[src/rtl/surf_stream_pkg.sv]
// surf_stream_pkg: shared FSM states and round-robin next-grant search for surf_stream_merge
package surf_stream_pkg;
  typedef enum logic [1:0] {IDLE, PASS, TERM} state_e;
  // First requester after last (wrapping modulo n); returns last itself when nothing requests
  function automatic logic [3:0] rr_next(input logic [15:0] req, input logic [3:0] last, input int n);
    int idx;
    rr_next = last;
    for (int i = 16; i >= 1; i--) begin
      idx = (int'(last) + i) % n;
      if (i <= n && req[idx]) rr_next = 4'(idx);
    end
  endfunction
endpackage

[src/rtl/surf_stream_merge_rr_arbiter.sv]
// rr_arbiter: combinational round-robin pick of the next requester after last_grant
module rr_arbiter
  import surf_stream_pkg::*;
#(
  parameter int NCHAN = 7
) (
  input  logic [NCHAN-1:0]         request,
  input  logic [$clog2(NCHAN)-1:0] last_grant,
  output logic [$clog2(NCHAN)-1:0] next_grant,
  output logic                     valid
);
  localparam int GW = $clog2(NCHAN);
  assign next_grant = GW'(rr_next(16'(request), 4'(last_grant), NCHAN));
  assign valid = |request;
endmodule

[src/rtl/surf_stream_merge.sv]
// surf_stream_merge: packet-atomic round-robin merge of NCHAN AXI4S streams into one registered master.
// Define SURF_STREAM_MERGE_WATCHDOG_EN to add the stalled-packet watchdog (TERM state, m_tuser, timeout_count_o).
module surf_stream_merge
  import surf_stream_pkg::*;
#(
  parameter int NCHAN          = 7,
  parameter int DATA_WIDTH     = 8,
  parameter int TIMEOUT_CYCLES = 1024
) (
  input  logic                        sysclk_i,
  input  logic                        rst_i,
  input  logic [NCHAN*DATA_WIDTH-1:0] s_tdata,
  input  logic [NCHAN-1:0]            s_tvalid,
  output logic [NCHAN-1:0]            s_tready,
  input  logic [NCHAN-1:0]            s_tlast,
  input  logic [NCHAN-1:0]            enable_i,
  output logic [DATA_WIDTH-1:0]       m_tdata,
  output logic                        m_tvalid,
  input  logic                        m_tready,
  output logic                        m_tlast,
  output logic [$clog2(NCHAN)-1:0]    m_tdest,
  output logic                        m_tuser,
  output logic [31:0]                 pkt_count_o,
  output logic [15:0]                 timeout_count_o
);
  localparam int GW = $clog2(NCHAN);
  if (NCHAN < 2 || NCHAN > 16 || TIMEOUT_CYCLES < 1) begin : g_bad_param
    $error("surf_stream_merge: parameter out of range");
  end
  state_e                state_q;
  logic [GW-1:0]         grant_q, arb_grant, m_tdest_q;
  logic [DATA_WIDTH-1:0] m_tdata_q;
  logic                  m_tvalid_q, m_tlast_q, arb_valid, out_free, accept;
  logic [31:0]           pkt_count_q;
`ifdef SURF_STREAM_MERGE_WATCHDOG_EN
  logic                  m_tuser_q;
  logic [15:0]           timeout_count_q;
  logic [31:0]           wd_q;
`endif
  rr_arbiter #(.NCHAN(NCHAN)) u_arb (
    .request   (enable_i & s_tvalid),
    .last_grant(grant_q),
    .next_grant(arb_grant),
    .valid     (arb_valid)
  );
  assign out_free = !m_tvalid_q || m_tready;
  assign accept   = (state_q == PASS) && s_tvalid[grant_q] && out_free;
  assign s_tready = (state_q == PASS && out_free) ? NCHAN'(1) << grant_q : '0;
  always_ff @(posedge sysclk_i) begin
    if (rst_i) begin
      state_q     <= IDLE;
      grant_q     <= GW'(NCHAN - 1);
      m_tvalid_q  <= 1'b0;
      m_tlast_q   <= 1'b0;
      m_tdata_q   <= '0;
      m_tdest_q   <= '0;
      pkt_count_q <= '0;
`ifdef SURF_STREAM_MERGE_WATCHDOG_EN
      m_tuser_q       <= 1'b0;
      timeout_count_q <= '0;
      wd_q            <= '0;
`endif
    end else begin
      if (m_tready) m_tvalid_q <= 1'b0;
      case (state_q)
        IDLE: if (arb_valid) begin
          grant_q <= arb_grant;
          state_q <= PASS;
        end
        PASS: if (accept) begin
          m_tvalid_q <= 1'b1;
          m_tdata_q  <= s_tdata[grant_q*DATA_WIDTH +: DATA_WIDTH];
          m_tlast_q  <= s_tlast[grant_q];
          m_tdest_q  <= grant_q;
`ifdef SURF_STREAM_MERGE_WATCHDOG_EN
          m_tuser_q  <= 1'b0;
          wd_q       <= '0;
`endif
          if (s_tlast[grant_q]) begin
            state_q     <= IDLE;
            pkt_count_q <= pkt_count_q + 32'd1;
          end
        end
`ifdef SURF_STREAM_MERGE_WATCHDOG_EN
        else if (!s_tvalid[grant_q]) begin
          wd_q <= wd_q + 32'd1;
          if (wd_q == 32'(TIMEOUT_CYCLES - 1)) state_q <= TERM;
        end
        TERM: if (out_free) begin
          m_tvalid_q      <= 1'b1;
          m_tdata_q       <= '0;
          m_tlast_q       <= 1'b1;
          m_tuser_q       <= 1'b1;
          m_tdest_q       <= grant_q;
          timeout_count_q <= timeout_count_q + {15'd0, timeout_count_q != 16'hFFFF};
          pkt_count_q     <= pkt_count_q + 32'd1;
          wd_q            <= '0;
          state_q         <= IDLE;
        end
`endif
        default: state_q <= IDLE;
      endcase
    end
  end
  assign m_tvalid    = m_tvalid_q;
  assign m_tdata     = m_tdata_q;
  assign m_tlast     = m_tlast_q;
  assign m_tdest     = m_tdest_q;
  assign pkt_count_o = pkt_count_q;
`ifdef SURF_STREAM_MERGE_WATCHDOG_EN
  assign m_tuser         = m_tuser_q;
  assign timeout_count_o = timeout_count_q;
`else
  assign m_tuser         = 1'b0;
  assign timeout_count_o = '0;
`endif
endmodule

[config.mk]
export PLATFORM = sky130hd
export DESIGN_NAME = surf_stream_merge
export DESIGN_NICKNAME = d
export VERILOG_FILES = /design/src/rtl/surf_stream_pkg.sv /design/src/rtl/surf_stream_merge_rr_arbiter.sv /design/src/rtl/surf_stream_merge.sv
export SDC_FILE = /design/constraint.sdc
export NUM_CORES = 1
export LEC_CHECK = 0
export BUFFER_PORTS_ARGS = -buffer_cell sky130_fd_sc_hd__clkbuf_2
export CAP_MARGIN = 40
export CELL_PAD_IN_SITES_DETAIL_PLACEMENT = 0
export CELL_PAD_IN_SITES_GLOBAL_PLACEMENT = 2
export CORE_UTILIZATION = 30
export CTS_CLUSTER_SIZE = 30
export DETAILED_ROUTE_END_ITERATION = 12
export GPL_ROUTABILITY_DRIVEN = 0
export PLACE_DENSITY = 0.91
export SLEW_MARGIN = 40
export SYNTH_ARGS = -nofsm -noshare
export SYNTH_HDL_FRONTEND = slang
export SYNTH_SLANG_ARGS = --single-unit
[constraint.sdc]
create_clock -name sysclk_i -period 5.2 [get_ports sysclk_i]
set_clock_uncertainty 0.1 [all_clocks]
set_input_delay 1.56 -clock sysclk_i [delete_from_list [all_inputs] [get_ports sysclk_i]]
set_output_delay 1.56 -clock sysclk_i [all_outputs]
set_load 0.01 [all_outputs]
# [Yosys cells after proc, flatten, opt, wreduce, memory -nomap -nowiden]
# Index checks and enable logic that the tools add are counted.
[op_classes] n_addsub=8 div_mod_pow=7 magnitude_cmp=8 eq_ne=4 shifts=2 n_mux=40 bitwise_logic=1 reduce_logical=12
[op_table] op="$lt A32 B6 Y1 const B" n=7
[op_table] op="$mod A32 B4 Y32 const B" n=7
[op_table] op="$shiftx A56 B7 Y8" n=1
[op_table] op="$add A32 B1 Y32 const B" n=1
[op_table] op="$bmux W1 S4" n=7
[op_table] op="$mux W3" n=7
[op_table] op="$mux W1" n=19
[op_table] op="$add A3 B3 Y4 const B" n=4
[op_table] op="$reduce_and A3 Y1" n=3
[op_table] op="$add A3 B2 Y4 const B" n=2
[op_table] op="$and A7 B7 Y7" n=1
[op_table] op="$mux W7" n=1
[op_table] op="$reduce_bool A7 Y1" n=1
[op_table] op="$reduce_or A7 Y1" n=1
[op_table] op="$shl A1 B3 Y7 const A" n=1
[op_table] op="$bmux W1 S3" n=2
[op_table] op="$mux W2" n=3
[op_table] op="$add A3 B1 Y4 const B" n=1
[op_table] op="$lt A3 B4 Y1 const B" n=1
[op_table] op="$ne A2 B2 Y1 const B" n=2
[op_table] op="$pmux W2 S2" n=1
[op_table] op="$logic_and A1 B1 Y1" n=3
[op_table] op="$eq A2 B1 Y1 const B" n=1
[op_table] op="$logic_not A2 Y1" n=1
[op_table] op="4 further kinds" n=4
[word_totals] register_bits=50 inputBits=80 output_inout_bits=69 wordCells=89

# [Logic depth before layout (Yosys ltp)]
[depth] ltp_word=12 ltp_mapped=19 mapped_depth_nobuf=16

# [Modules after synthesis]
# From an unflattened synthesis, not the netlist that was laid out.
[hier_totals] hier_cells=761 area_unflattened_um2=5749.3
[by_module_without_submodules] mod="surf_stream_merge" n_inst=1 cells_per_inst=357 area_per_inst_um2=2945.3 seq_area_each_um2=980.9
[by_module_without_submodules] mod="rr_arbiter" n_inst=1 cells_per_inst=404 area_per_inst_um2=2803.9 seq_area_each_um2=0.0

# [Worst setup path before layout]
# Ideal clock, no wire load.
[synth_timing] kind="reg-to-reg" start="reg grant_q[2]" end="reg grant_q[1]" arrival_ns=4.116 t_required_ns=5.004 path_slack_ns=0.888 stages_incl_launch_ff=17 n_path_buf=3 synth_period_minus_slack_ns=4.312 path_cell_list="dfxtp_1 -> clkbuf_1 -> inv_1 -> clkbuf_1 -> ha_1 -> a21bo_2 -> buf_2 -> ha_1 -> nor4b_1 -> a22oi_1 -> a32oi_1 -> mux2i_1 -> mux2i_1 -> nor3_1 -> nor3_1 -> a41o_1 -> o41ai_2"
[synth_between] elab_chain_cells=11 elab_cells_between_ends=44
[synth_lines] item="start, declared" line_no="surf_stream_merge.sv:31" text="logic [GW-1:0] grant_q, arb_grant, m_tdest_q;"
[synth_lines] item="start signal, assigned" line_no="surf_stream_merge.sv:52" text="grant_q <= GW'(NCHAN - 1);"
[synth_lines] item="start signal, assigned" line_no="surf_stream_merge.sv:67" text="grant_q <= arb_grant;"
[synth_lines] item="$add A3 B3 Y4" line_no="surf_stream_pkg.sv:9" text="idx = (int'(last) + i) % n;"
[synth_lines] item="$mod A32 B4 Y32" line_no="surf_stream_pkg.sv:9"
[synth_lines] item="$bmux W1 S4" line_no="surf_stream_pkg.sv:10" text="if (i <= n && req[idx]) rr_next = 4'(idx);"
[synth_lines] item="$mux W1 (not written as such) (2 in series)" line_no="surf_stream_pkg.sv:10"
[synth_lines] item="$mux W3 (6 in series)" line_no="surf_stream_pkg.sv:10"
# Several ways; a longest one is shown, not always the timed one. The select of a mux whose other input is x is not followed.
# A chain may end at the register's enable or synchronous reset.

# [Worst setup path in the final report]
[layout_timing] start="reg grant_q[0]" end="reg grant_q[1]"
# The elaborated chain is that of the path after synthesis.

==> summary.md <==
| Metric | Value |
|---|---|
| Fmax | `224.0 MHz` |
| Initial Utilization | `0.3088` |
| Die Span Y | `135.7 um` |
| Die X | `135.7 um` |
| RSZ-0062 raised after global routing | `no` |
| Drt first pass iters | `5` |
| Number of global-route vias before repair | `4898` |
| WP data arrival | `4570 ps` |
| Setup Viol. Count Final | `0` |
| Setup ws final | `735.5 ps` |
| Syn avg cell area | `7.825 sq um` |
| Status | `completed` |
| Critical Path Max Stage Delay | `520 ps` |
| Multiplexer share of the synthesized area | `0.1200` |
| Tmin final | `4465 ps` |
| Async SR Flop Fraction | `0` |
| H-tree Lvls | `2` |
| Synth warn | `0` |
| Fillcell total | `1854` |
| GR Util met3 | `0.02319` |
| Top delay family on crit path | `compound AO/OA/AOI/OAI gates` |
| Post-synthesis cell type count | `95` |
| Insertion delay to the later sink of the worst-skew pair | `300 ps` |
| Syn Std Cell Area | `5360 sq um` |
| Synth Area in Adders | `0.06069` |
| Cts repair resizes | `0` |
| Hold Path Sink | `m_tlast` |
| Clk root buf | `clkbuf_16` |
| Critical path peak fanout | `16` |
| Share of layout cells above drive strength 1 | `0.2622` |
| Largest family of logic cells by synthesized area | `simple AND/OR/NAND/NOR gates` |
| Clock Path Buffers | `2` |
| First-pass GRT wire length | `26280 um` |
| GRT busiest layer | `met2` |
| Post-CTS Repair Setup Buffers | `0` |
| Worst hold start | `m_tlast` |
| Average wire per standard cell | `16.71 um` |
| # DRC | `0` |
| Fin util | `0.3652` |
| Grt met1 use | `0.2414` |
| Max Slew Vio Count | `0` |
| Fin nets | `906` |
| Area Growth Syn to Fin | `18.25%` |
| RR Endpoint | `grant_q[1]` |
| Post-route setup TNS | `0 ps` |
| Routed WL | `17150 um` |
| Top FF cell, synth | `dfxtp_1` |
| DP Cell Count | `1018` |
| Post-synth EDFFs | `0` |
| Final Hold Vio Count | `0` |
| Largest net degree at the start of global routing | `42` |
| Post-Synth XOR/XNOR Area | `0.06536` |
| Dpl cell area | `6161 sq um` |
| Crit path launch type | `flip-flop` |
| Hold crit path type | `flip-flop to flip-flop` |
| Cell count after synthesis | `685` |
| 1st-iter DRT viols | `322` |
| Crit-path cells | `clkinv_1, ha_1, ha_1, inv_1, ha_1, ha_1, nor4b_1, a22oi_1, a32oi_1, mux2i_1, nand3_1, a21oi_1, nor3_1, a41o_1, o41ai_2` |
| Worst-path clk slew | `70 ps` |
| Gr usage total | `0.1797` |
| PD cells | `599.9 nW/um^2` |
| Critical path type | `flip-flop to flip-flop` |
| Synth Area in Compound Gates | `0.2477` |
| Hold slack | `355.7 ps` |
| Via count | `5451` |
| Post-DRT Antenna Nets | `0` |
| Row cnt | `48` |
| Slew HR | `0.5421` |
| Post-Layout Cell Count | `1026` |
| Sequential fraction of the synthesis area | `0.1830` |
| CP endpoint kind | `flip-flop` |
| FF-to-FF Start | `grant_q[0]` |
| Hpwl dp | `13100 um` |
| Synth Area in Simple Gates | `0.2521` |
| Die area | `18410 sq um` |
| P_leak | `2.726 nW` |
| Max VDD drop | `0.0002031 V` |
| Setup slack, reg-to-reg | `740 ps` |
| Multi-input gate area | `4064 sq um` |
| Measured slew at the worst slew-check pin | `680.6 ps` |
| Most frequent CP cell | `ha_1` |
| Number of buffers added on ports | `131` |
| TritonCTS buffer count | `5` |
| Yosys reg bits | `49` |
| Reg2Reg Depth | `15` |
| Crit-path slowest cell | `a32oi_1` |
| Hold_buf cts | `0` |
| GR Util met2 | `0.2911` |
| Crit path required time | `5310 ps` |
| Finished Cell Area | `6339 sq um` |
| Place WS | `810.0 ps` |
| # diodes | `0` |
| Total core area | `17360 sq um` |
| TritonCTS clock tree | `built` |
| Ports | `149` |
| Overall power | `3.802 mW` |
| Grt total ovfl | `0` |
| Maxcap violations | `0` |
| Initial antenna violation count | `0` |
| Hold Crit Depth | `2` |
| Period utilization | `0.8586` |
| FF/Latch Area | `982.2 sq um` |
| Buf+Inv Stages, Crit Path | `2` |
| Count of clock tree sinks | `49` |
| Vias per Instance | `5.313` |
-- flip-flops by register name, indices dropped and copies added (netlist names) --
| name | flops |
|---|---|
| pkt_count_o | 32 |
| grant_q | 3 |
| m_tdest | 3 |
| m_tdata | 8 |
| m_tlast | 1 |
| state_q | 1 |
| m_tvalid | 1 |
-- cells in the mapped netlist (all sizes together) (8+ instances only) --
cell | instances | area (sq um)
nor2 | 92 | 347.8
dfxtp | 49 | 980.9
a21oi | 46 | 237.7
nand2 | 46 | 172.7
buf | 39 | 254.0
nand3 | 29 | 145.1
xor2 | 29 | 254.0
ha | 26 | 325.3
o21ai | 26 | 133.9
mux2i | 23 | 234.0
nor3 | 21 | 110.1
and3 | 17 | 106.4
inv | 17 | 63.81
clkbuf | 15 | 56.30
mux2 | 12 | 138.9
mux4 | 12 | 270.3
nor2b | 12 | 75.07
a221oi | 11 | 120.1
nand2b | 11 | 68.82
xnor2 | 11 | 96.34
nand4 | 10 | 62.56
and2 | 9 | 58.81
a211oi | 8 | 65.06
a31oi | 8 | 56.30
-- routing by layer --
layer	vias up	wire, um	share of wire
met5	-	0	0
met4	0	428	0.025
met1	2538	7843	0.46
li1	2728	-	-
met2	158	8043	0.47
met3	27	829	0.048
-- cells by family (layout without fill, tap and decap cells) --
group / after synthesis / in the layout
compound gates: 178 / 178
simple gates: 272 / 272
buf+inv: 72 / 172
fa+ha+maj: 26 / 26
mux: 47 / 47
other cells: 1 / 17
flops: 49 / 49
xor+xnor: 40 / 40
-- worst max-delay path by stage --
| stage | from | end | depth (start not counted) |
|---|---|---|---|
| after detailed placement | grant_q[0] | grant_q[1] | 15 |
| after global placement | grant_q[1] | grant_q[0] | 17 |
| after global routing | grant_q[0] | grant_q[1] | 15 |
| after CTS | grant_q[0] | grant_q[1] | 15 |
| after floorplan | grant_q[2] | grant_q[1] | 16 |
| final | grant_q[0] | grant_q[1] | 15 |
-- area by class of cell --
class / instances / share of cell area
multi-input cells: 580 / 0.6411
flip-flops and latches: 49 / 0.1550
repair buffers: 146 / 0.1212
well taps: 225 / 0.04441
clock buffers: 5 / 0.01974
inverters: 18 / 0.01066
clock inverters: 3 / 0.007896
-- worst min-delay path, stage by stage, from the launching register on --
cell     delay (ps)
dfxtp_1         310
nand2_1          50
a21oi_1          50
-- cell usage in the layout, fill, tap and decap left out, types with 4 or more instances in the layout --
cell         n
o21bai_1     4
o21a_1       4
nor3_1      20
xor2_1      29
o211ai_1     6
nor2_1      91
mux2i_1     22
nand2_1     45
a221oi_1     9
dfxtp_1     48
clkbuf_2   131
nand2b_1    11
nand4_1     10
nor2b_1     12
and3_1      17
a311oi_1     4
a21o_1       6
a31oi_1      7
a21oi_1     44
buf_4       15
xnor2_1     11
mux2_2      11
mux4_2      12
and2_1       6
nand3b_1     4
a211oi_1     7
o21ai_0     23
o31ai_1      6
inv_1       16
conb_1      17
nand3_1     29
ha_1        26
clkbuf_16    5
o22ai_1      4
-- power breakdown --
| part | switching (mW) | total (mW) | internal, mW |
|---|---|---|---|
| Combinational | 1.76 | 2.97 | 1.20 |
| Sequential | 0.0300 | 0.441 | 0.411 |
| Clock | 0.161 | 0.393 | 0.232 |
Power figures use the tool's default switching activity.
